===== src/rtl/instr_encoder_pkg.sv =====
// RV32I opcode/funct3 types shared with the decode path, plus encoder-side
// instruction formats, the NOP word and immediate range limits.
package instr_encoder_pkg;

    typedef enum logic [6:0] {
        OpLoad   = 7'b0000011,
        OpOpImm  = 7'b0010011,
        OpAuipc  = 7'b0010111,
        OpStore  = 7'b0100011,
        OpOp     = 7'b0110011,
        OpLui    = 7'b0110111,
        OpBranch = 7'b1100011,
        OpJalr   = 7'b1100111,
        OpJal    = 7'b1101111
    } opcode_type_e;

    typedef enum logic [2:0] {
        F3AddSub = 3'b000,
        F3Sll    = 3'b001,
        F3Slt    = 3'b010,
        F3Sltu   = 3'b011,
        F3Xor    = 3'b100,
        F3Srl    = 3'b101,
        F3Or     = 3'b110,
        F3And    = 3'b111
    } funct3_e;

    typedef enum logic [2:0] {
        FmtR,
        FmtI,
        FmtS,
        FmtB,
        FmtU,
        FmtJ,
        FmtBad
    } instr_fmt_e;

    typedef enum logic [1:0] {
        StIdle,
        StLoad,
        StDone
    } enc_state_e;

    // addi x0, x0, 0
    localparam logic [31:0] NopWord = 32'h0000_0013;

    localparam int ImmIMin = -2048;
    localparam int ImmIMax = 2047;
    localparam int ImmBMin = -4096;
    localparam int ImmBMax = 4094;
    localparam int ImmJMin = -(1 << 20);
    localparam int ImmJMax = (1 << 20) - 2;

    function automatic instr_fmt_e opcode_fmt(input logic [6:0] op);
        instr_fmt_e fmt;
        case (op)
            OpOp:                   fmt = FmtR;
            OpOpImm, OpLoad, OpJalr: fmt = FmtI;
            OpStore:                fmt = FmtS;
            OpBranch:               fmt = FmtB;
            OpLui, OpAuipc:         fmt = FmtU;
            OpJal:                  fmt = FmtJ;
            default:                fmt = FmtBad;
        endcase
        return fmt;
    endfunction

    function automatic logic imm_in_range(input logic [31:0] imm, input int lo, input int hi);
        return ($signed(imm) >= lo) && ($signed(imm) <= hi);
    endfunction

endpackage


===== src/rtl/instr_pack.sv =====
// Combinational RV32I field packer: fields in, {word, illegal} out.
// Legality checks are compiled in only when INSTR_ENC_CHECK_EN is defined.
module instr_pack
    import instr_encoder_pkg::*;
(
    input  logic [6:0]  opcode,
    input  logic [2:0]  funct3,
    input  logic [6:0]  funct7,
    input  logic [4:0]  rd,
    input  logic [4:0]  rs1,
    input  logic [4:0]  rs2,
    input  logic [31:0] imm,
    output logic [31:0] word,
    output logic        illegal
);

    instr_fmt_e fmt;
    logic       is_shift;

    always_comb begin
        fmt      = opcode_fmt(opcode);
        is_shift = (opcode == OpOpImm) && ((funct3 == F3Sll) || (funct3 == F3Srl));

        // R layout doubles as the raw packing for unknown opcodes
        word = {funct7, rs2, rs1, funct3, rd, opcode};
        case (fmt)
            FmtI: begin
                if (is_shift) begin
                    word = {funct7, imm[4:0], rs1, funct3, rd, opcode};
                end else begin
                    word = {imm[11:0], rs1, funct3, rd, opcode};
                end
            end
            FmtS: word = {imm[11:5], rs2, rs1, funct3, imm[4:0], opcode};
            FmtB: word = {imm[12], imm[10:5], rs2, rs1, funct3, imm[4:1], imm[11], opcode};
            FmtU: word = {imm[31:12], rd, opcode};
            FmtJ: word = {imm[20], imm[10:1], imm[11], imm[19:12], rd, opcode};
            default: ;
        endcase
    end

`ifdef INSTR_ENC_CHECK_EN
    always_comb begin
        illegal = 1'b0;
        case (fmt)
            FmtR: illegal = 1'b0;
            FmtI: begin
                if (is_shift) begin
                    illegal = (imm[31:5] != '0);
                end else begin
                    illegal = !imm_in_range(imm, ImmIMin, ImmIMax);
                end
            end
            FmtS: illegal = !imm_in_range(imm, ImmIMin, ImmIMax);
            FmtB: illegal = !imm_in_range(imm, ImmBMin, ImmBMax) || imm[0];
            FmtU: illegal = (imm[11:0] != '0);
            FmtJ: illegal = !imm_in_range(imm, ImmJMin, ImmJMax) || imm[0];
            default: illegal = 1'b1;
        endcase
    end
`else
    assign illegal = 1'b0;
`endif

endmodule


===== src/rtl/instr_encoder.sv =====
// Streaming RV32I encoder/loader: packs accepted requests and writes them to
// consecutive imem words. INSTR_ENC_CHECK_EN enables legality checks/NOP substitution.
module instr_encoder
    import instr_encoder_pkg::*;
#(
    parameter int unsigned ADDR_W   = 10,
    parameter logic [31:0] NOP_WORD = NopWord
) (
    input  logic              clk_i,
    input  logic              rst_ni,
    input  logic              start_i,
    input  logic [ADDR_W-1:0] base_addr_i,
    input  logic [ADDR_W:0]   count_i,
    input  logic              in_valid_i,
    output logic              in_ready_o,
    input  logic [6:0]        opcode_i,
    input  logic [2:0]        funct3_i,
    input  logic [6:0]        funct7_i,
    input  logic [4:0]        rd_i,
    input  logic [4:0]        rs1_i,
    input  logic [4:0]        rs2_i,
    input  logic [31:0]       imm_i,
    output logic              wr_en_o,
    output logic [ADDR_W-1:0] wr_addr_o,
    output logic [31:0]       wr_data_o,
    output logic              busy_o,
    output logic              done_o,
    output logic              err_o,
    output logic [ADDR_W:0]   err_idx_o
);

    localparam logic [ADDR_W-1:0] AddrOne = {{(ADDR_W-1){1'b0}}, 1'b1};
    localparam logic [ADDR_W:0]   CntOne  = {{ADDR_W{1'b0}}, 1'b1};

    enc_state_e        state_q, state_d;
    logic [ADDR_W-1:0] addr_q, addr_d;
    logic [ADDR_W:0]   remain_q, remain_d;
    logic [ADDR_W:0]   idx_q, idx_d;
    logic              err_q, err_d;
    logic [ADDR_W:0]   err_idx_q, err_idx_d;
    logic              wr_en_q, wr_en_d;
    logic [ADDR_W-1:0] wr_addr_q, wr_addr_d;
    logic [31:0]       wr_data_q, wr_data_d;

    logic        accept;
    logic [31:0] word;
    logic        illegal;

    instr_pack u_pack (
        .opcode  (opcode_i),
        .funct3  (funct3_i),
        .funct7  (funct7_i),
        .rd      (rd_i),
        .rs1     (rs1_i),
        .rs2     (rs2_i),
        .imm     (imm_i),
        .word    (word),
        .illegal (illegal)
    );

    assign accept = (state_q == StLoad) && in_valid_i;

    always_comb begin
        state_d   = state_q;
        addr_d    = addr_q;
        remain_d  = remain_q;
        idx_d     = idx_q;
        err_d     = err_q;
        err_idx_d = err_idx_q;
        wr_en_d   = 1'b0;
        wr_addr_d = wr_addr_q;
        wr_data_d = wr_data_q;

        case (state_q)
            StIdle: begin
                if (start_i) begin
                    addr_d    = base_addr_i;
                    remain_d  = count_i;
                    idx_d     = '0;
                    err_d     = 1'b0;
                    err_idx_d = '0;
                    state_d   = (count_i != '0) ? StLoad : StDone;
                end
            end
            StLoad: begin
                if (accept) begin
                    wr_en_d   = 1'b1;
                    wr_addr_d = addr_q;
                    wr_data_d = illegal ? NOP_WORD : word;
                    addr_d    = addr_q + AddrOne;
                    remain_d  = remain_q - CntOne;
                    idx_d     = idx_q + CntOne;
                    if (illegal) begin
                        err_d = 1'b1;
                        // only the first offender of a run is recorded
                        if (!err_q) begin
                            err_idx_d = idx_q;
                        end
                    end
                    if (remain_q == CntOne) begin
                        state_d = StDone;
                    end
                end
            end
            StDone:  state_d = StIdle;
            default: state_d = StIdle;
        endcase
    end

    always_ff @(posedge clk_i or negedge rst_ni) begin
        if (!rst_ni) begin
            state_q   <= StIdle;
            addr_q    <= '0;
            remain_q  <= '0;
            idx_q     <= '0;
            err_q     <= 1'b0;
            err_idx_q <= '0;
            wr_en_q   <= 1'b0;
            wr_addr_q <= '0;
            wr_data_q <= '0;
        end else begin
            state_q   <= state_d;
            addr_q    <= addr_d;
            remain_q  <= remain_d;
            idx_q     <= idx_d;
            err_q     <= err_d;
            err_idx_q <= err_idx_d;
            wr_en_q   <= wr_en_d;
            wr_addr_q <= wr_addr_d;
            wr_data_q <= wr_data_d;
        end
    end

    assign in_ready_o = (state_q == StLoad);
    assign busy_o     = (state_q == StLoad);
    assign done_o     = (state_q == StDone);
    assign wr_en_o    = wr_en_q;
    assign wr_addr_o  = wr_addr_q;
    assign wr_data_o  = wr_data_q;
    assign err_o      = err_q;
    assign err_idx_o  = err_idx_q;

endmodule


===== config.mk =====
export PLATFORM = sky130hd
export DESIGN_NAME = instr_encoder
export DESIGN_NICKNAME = d
export VERILOG_FILES = /design/src/rtl/instr_encoder_pkg.sv /design/src/rtl/instr_pack.sv /design/src/rtl/instr_encoder.sv
export SDC_FILE = /design/constraint.sdc
export NUM_CORES = 1
export LEC_CHECK = 0
export CAP_MARGIN = 40
export CELL_PAD_IN_SITES_DETAIL_PLACEMENT = 1
export CELL_PAD_IN_SITES_GLOBAL_PLACEMENT = 2
export CORE_MARGIN = 5
export CORE_UTILIZATION = 30
export CTS_CLUSTER_DIAMETER = 200
export DETAILED_ROUTE_END_ITERATION = 12
export PLACE_DENSITY_LB_ADDON = 0.1
export RECOVER_POWER = 50
export SYNTH_ARGS = -nofsm -noshare
export SYNTH_HDL_FRONTEND = slang
export SYNTH_HIERARCHICAL = 1
export SYNTH_SLANG_ARGS = --single-unit

===== constraint.sdc =====
create_clock -name clk_i -period 4.8 [get_ports clk_i]
set_clock_uncertainty 0.2 [all_clocks]
set_input_delay 0.48 -clock clk_i [delete_from_list [all_inputs] [get_ports clk_i]]
set_output_delay 0.48 -clock clk_i [all_outputs]
set_load 0.1 [all_outputs]

==> key figures <==
Routing
  • DRC errors left: 0
  • WL/cell: 18.3 µm
  • DR pass1 iterations: 4
  • Drt total wl: 17800 µm
  • Remaining antenna violation count: 0
  • Via-to-Cell Ratio: 5.05
  • Drt initial violations: approximately 180
  • Routed vias: approximately 4900

Place
  • Final HPWL DP: 13500 µm
  • Area post-placement: between 7000 and 8000 µm²
  • Worst Setup Slack post-DPL: 0.977 ns
  • Port Buffers: about 150
  • GPL Wtd Cong: a little over 0.8

Global route
  • Initial antenna violation count: 0
  • Grt ovf: 0
  • Vias in the first global route: 5464
  • Largest net degree at the start of global routing: 51
  • GRT Util Overall: 0.186
  • First-pass GRT wire length: 29300 µm

Worst setup path
  • Slowest-stage cell, CP: clkbuf_1
  • Worst Path Required: 4.77 ns
  • Delay of the slowest critical-path stage: 1.17 ns
  • Crit end category: flip-flop
  • Crit-path max FO: 37
  • Critical Path AT: 3.55 ns
  • CP Class: flip-flop to flip-flop
  • Startpoint Class: flip-flop
  • Worst-path cell chain: nand2b_1 > clkbuf_1 > inv_1 > clkbuf_1 > o21ai_0 > a21oi_1 > a21oi_1

STA
  • Crit share post-route: 0.747
  • Pins Over Slew Limit: 79
  • Relative slew slack: -0.584
  • Final Hold Viols: 0
  • Unrepaired setup endpoints after global routing: false
  • Max Fclk: around 280 MHz
  • Final WS setup: 1.21 ns
  • Setup TNS: 0 ns
  • Worst-margin pin slew: between 2 and 2.5 ns
  • Final min period: 3.59 ns
  • Final setup viols: 0

Finish
  • Storage element area: 2230 µm²
  • Share of cells above drive strength 1: 0.0823
  • Final Cell Area: around 7500 µm²
  • Multi-input gate area: around 2500 µm²
  • Final core utilization: 0.458
  • Fin nets: about 840
  • Filler instances: 1863
  • Layout area overhead: 50.9%
  • Diode count: 0

Clock tree
  • Post-CTS setup buffer count: 0
  • Clock Latency Late Sink: 0.34 ns
  • CTS tree: done
  • CTS root buffer: clkbuf_16
  • Clk pin slew, worst setup/hold paths: approximately 0.07 ns
  • CTS Buf Count: 9
  • H-tree levels: 3
  • Clock sinks: just under 90
  • Number of gates resized after CTS: 0
  • Clk buf depth: 2

Status
  • Outcome: finished with violations
  • Failing checks: capacitance limit, slew limit

Logic synthesis
  • Sequential area share after synthesis: 0.445
  • FF+latch count, synth: a little under 90
  • Netlist cell types: 63
  • Primary FF master, synth: dfrtp_1
  • Avg Cell Area, Syn: a little under 9 µm²
  • Post-synth EDFFs: 0
  • Warnings, synthesis: 6
  • Syn Inst Count: 567
  • Ys async rst share: 1.00
  • Cell area after synthesis: approximately 5000 µm²
  • Net count after synthesis: 661

Die
  • Io pins: 147
  • Die Y: 139 µm
  • Die footprint: 19400 µm²
  • Initial Util: 0.304
  • Std cell rows: 47
  • Overall die width: about 140 µm
  • Standard cell core area: 16500 µm²

Run
  • Max cap viols: 2

Min path
  • Worst min path class: flip-flop to flip-flop

Power
  • Worst ir drop on vdd: 0.232 mV
  • Power per Cell Area: 534 nW/µm²
  • Static leakage: 0.00320 µW
-- final timing paths --
check	start	endpoint	slack [ns]	cells past startpoint
setup / recovery	state_q[1]$_DFFE_PN0P_	addr_q[8]$_DFFE_PN0P_	1.21	7
hold / removal	wr_data_o[0]$_DFFE_PN0P_	wr_data_o[0]$_DFFE_PN0P_	0.28	2
setup reg to reg	state_q[1]$_DFFE_PN0P_	addr_q[8]$_DFFE_PN0P_	1.21	7
hold reg to reg	wr_data_o[0]$_DFFE_PN0P_	wr_data_o[0]$_DFFE_PN0P_	0.28	2
max in group asynchronous	rst_ni	wr_data_o[19]$_DFFE_PN0P_	1.52	3
min in group asynchronous	rst_ni	remain_q[6]$_DFFE_PN0P_	1.18	2
-- synthesized netlist by cell type (10+ instances only) --
cell type | number | share of area
a21oi_1 | 27 | 0.027
a22o_1 | 19 | 0.033
buf_4 | 10 | 0.015
clkbuf_1 | 19 | 0.014
dfrtp_1 | 89 | 0.45
inv_1 | 20 | 0.015
nand2_1 | 91 | 0.068
nand2b_1 | 31 | 0.039
nand3_1 | 10 | 0.010
nor2_1 | 29 | 0.022
o21ai_0 | 52 | 0.052
o21ai_1 | 16 | 0.016
-- critical path: cells and delay by family, from the launching register on --
kind	cells	cell delay (ns)
AOI/OAI and AO/OA	3	0.57
buffers and inverters	3	2.00
DFF	1	0.45
and+or+nand+nor	1	0.17
-- repair_timing --
item	4_1_cts	5_1_grt
hold buffers	1	0
endpoints found under the hold margin	39	0
setup endpoints to repair	0	0
-- placed cells by master (no fill, tap or decap), types with 5 or more instances in the layout --
cell             count
a21oi_1             27
a22o_1              19
a22o_2               8
a22oi_1              9
a2bb2oi_1            5
a31oi_1              5
and3_1               8
buf_16              13
buf_8                8
clkbuf_1            42
clkbuf_16            9
clkdlybuf4s50_1    140
dfrtp_1             89
dlygate4sd3_1        6
ha_1                 5
inv_1               21
mux2i_1              5
nand2_1             91
nand2b_1            31
nand3_1             10
nand4_1              7
nor2_1              29
nor3_1               9
nor4_1               5
o21ai_0             53
o21ai_1             15
o22ai_1              8
-- state kept, by name, summed over array words and instances (netlist names) --
signal     cells
addr_q        10
err_idx_o     11
err_o          1
idx_q         11
remain_q      11
state_q        2
wr_addr_o     10
wr_data_o     32
wr_en_o        1
-- area by class of cell --
| cell class | count | share of cell area |
|---|---|---|
| clock inverters | 7 | 0.0166 |
| repair buffers | 212 | 0.283 |
| flip-flops and latches | 89 | 0.295 |
| well taps | 220 | 0.0365 |
| clock buffers | 9 | 0.0298 |
| inverters | 22 | 0.0109 |
| multi-input cells | 414 | 0.328 |
-- metrics by stage --
step | total power [µW] | std cells | hold slack (ns)
6_report | 4030 | 973 | 0.276
5_1_grt | 4250 | 973 | 0.315
4_1_cts | 4270 | 973 | 0.279
3_5_place_dp | 3400 | 956 | 0.262
3_3_place_gp | 2900 | 896 | 0.255
2_1_floorplan | 2430 | 567 | -0.0156
-- layer usage --
layer	global-route usage	wire (µm)	vias up
met1	0.226	7440	2428
met4	0.0546	317	0
met2	0.336	9360	96
met3	0.0321	637	21
met5	0	0	-
li1	-	-	2368
-- power by group --
part | leakage (µW) | internal [µW] | total, µW | switching (µW)
Clock | 0.000164 | 515 | 844 | 329
Combinational | 0.00192 | 699 | 2020 | 1320
Sequential | 0.00112 | 964 | 1170 | 205
-- cell families (layout without fill, tap and decap cells) --
family                   after synthesis  count (layout)  synth area share
AO/OA/AOI/OAI                        168             168             0.220
XOR/XNOR                               7               7            0.0123
adder cells (fa/ha/maj)                5               5            0.0125
buffers and inverters                 64             250            0.0590
flip-flops                            89              89             0.445
multiplexers                           8               8            0.0168
other                                  1               1          0.000750
AND/OR/NAND/NOR                      225             225             0.233
Note: power is estimated with default switching activity, not from simulation.
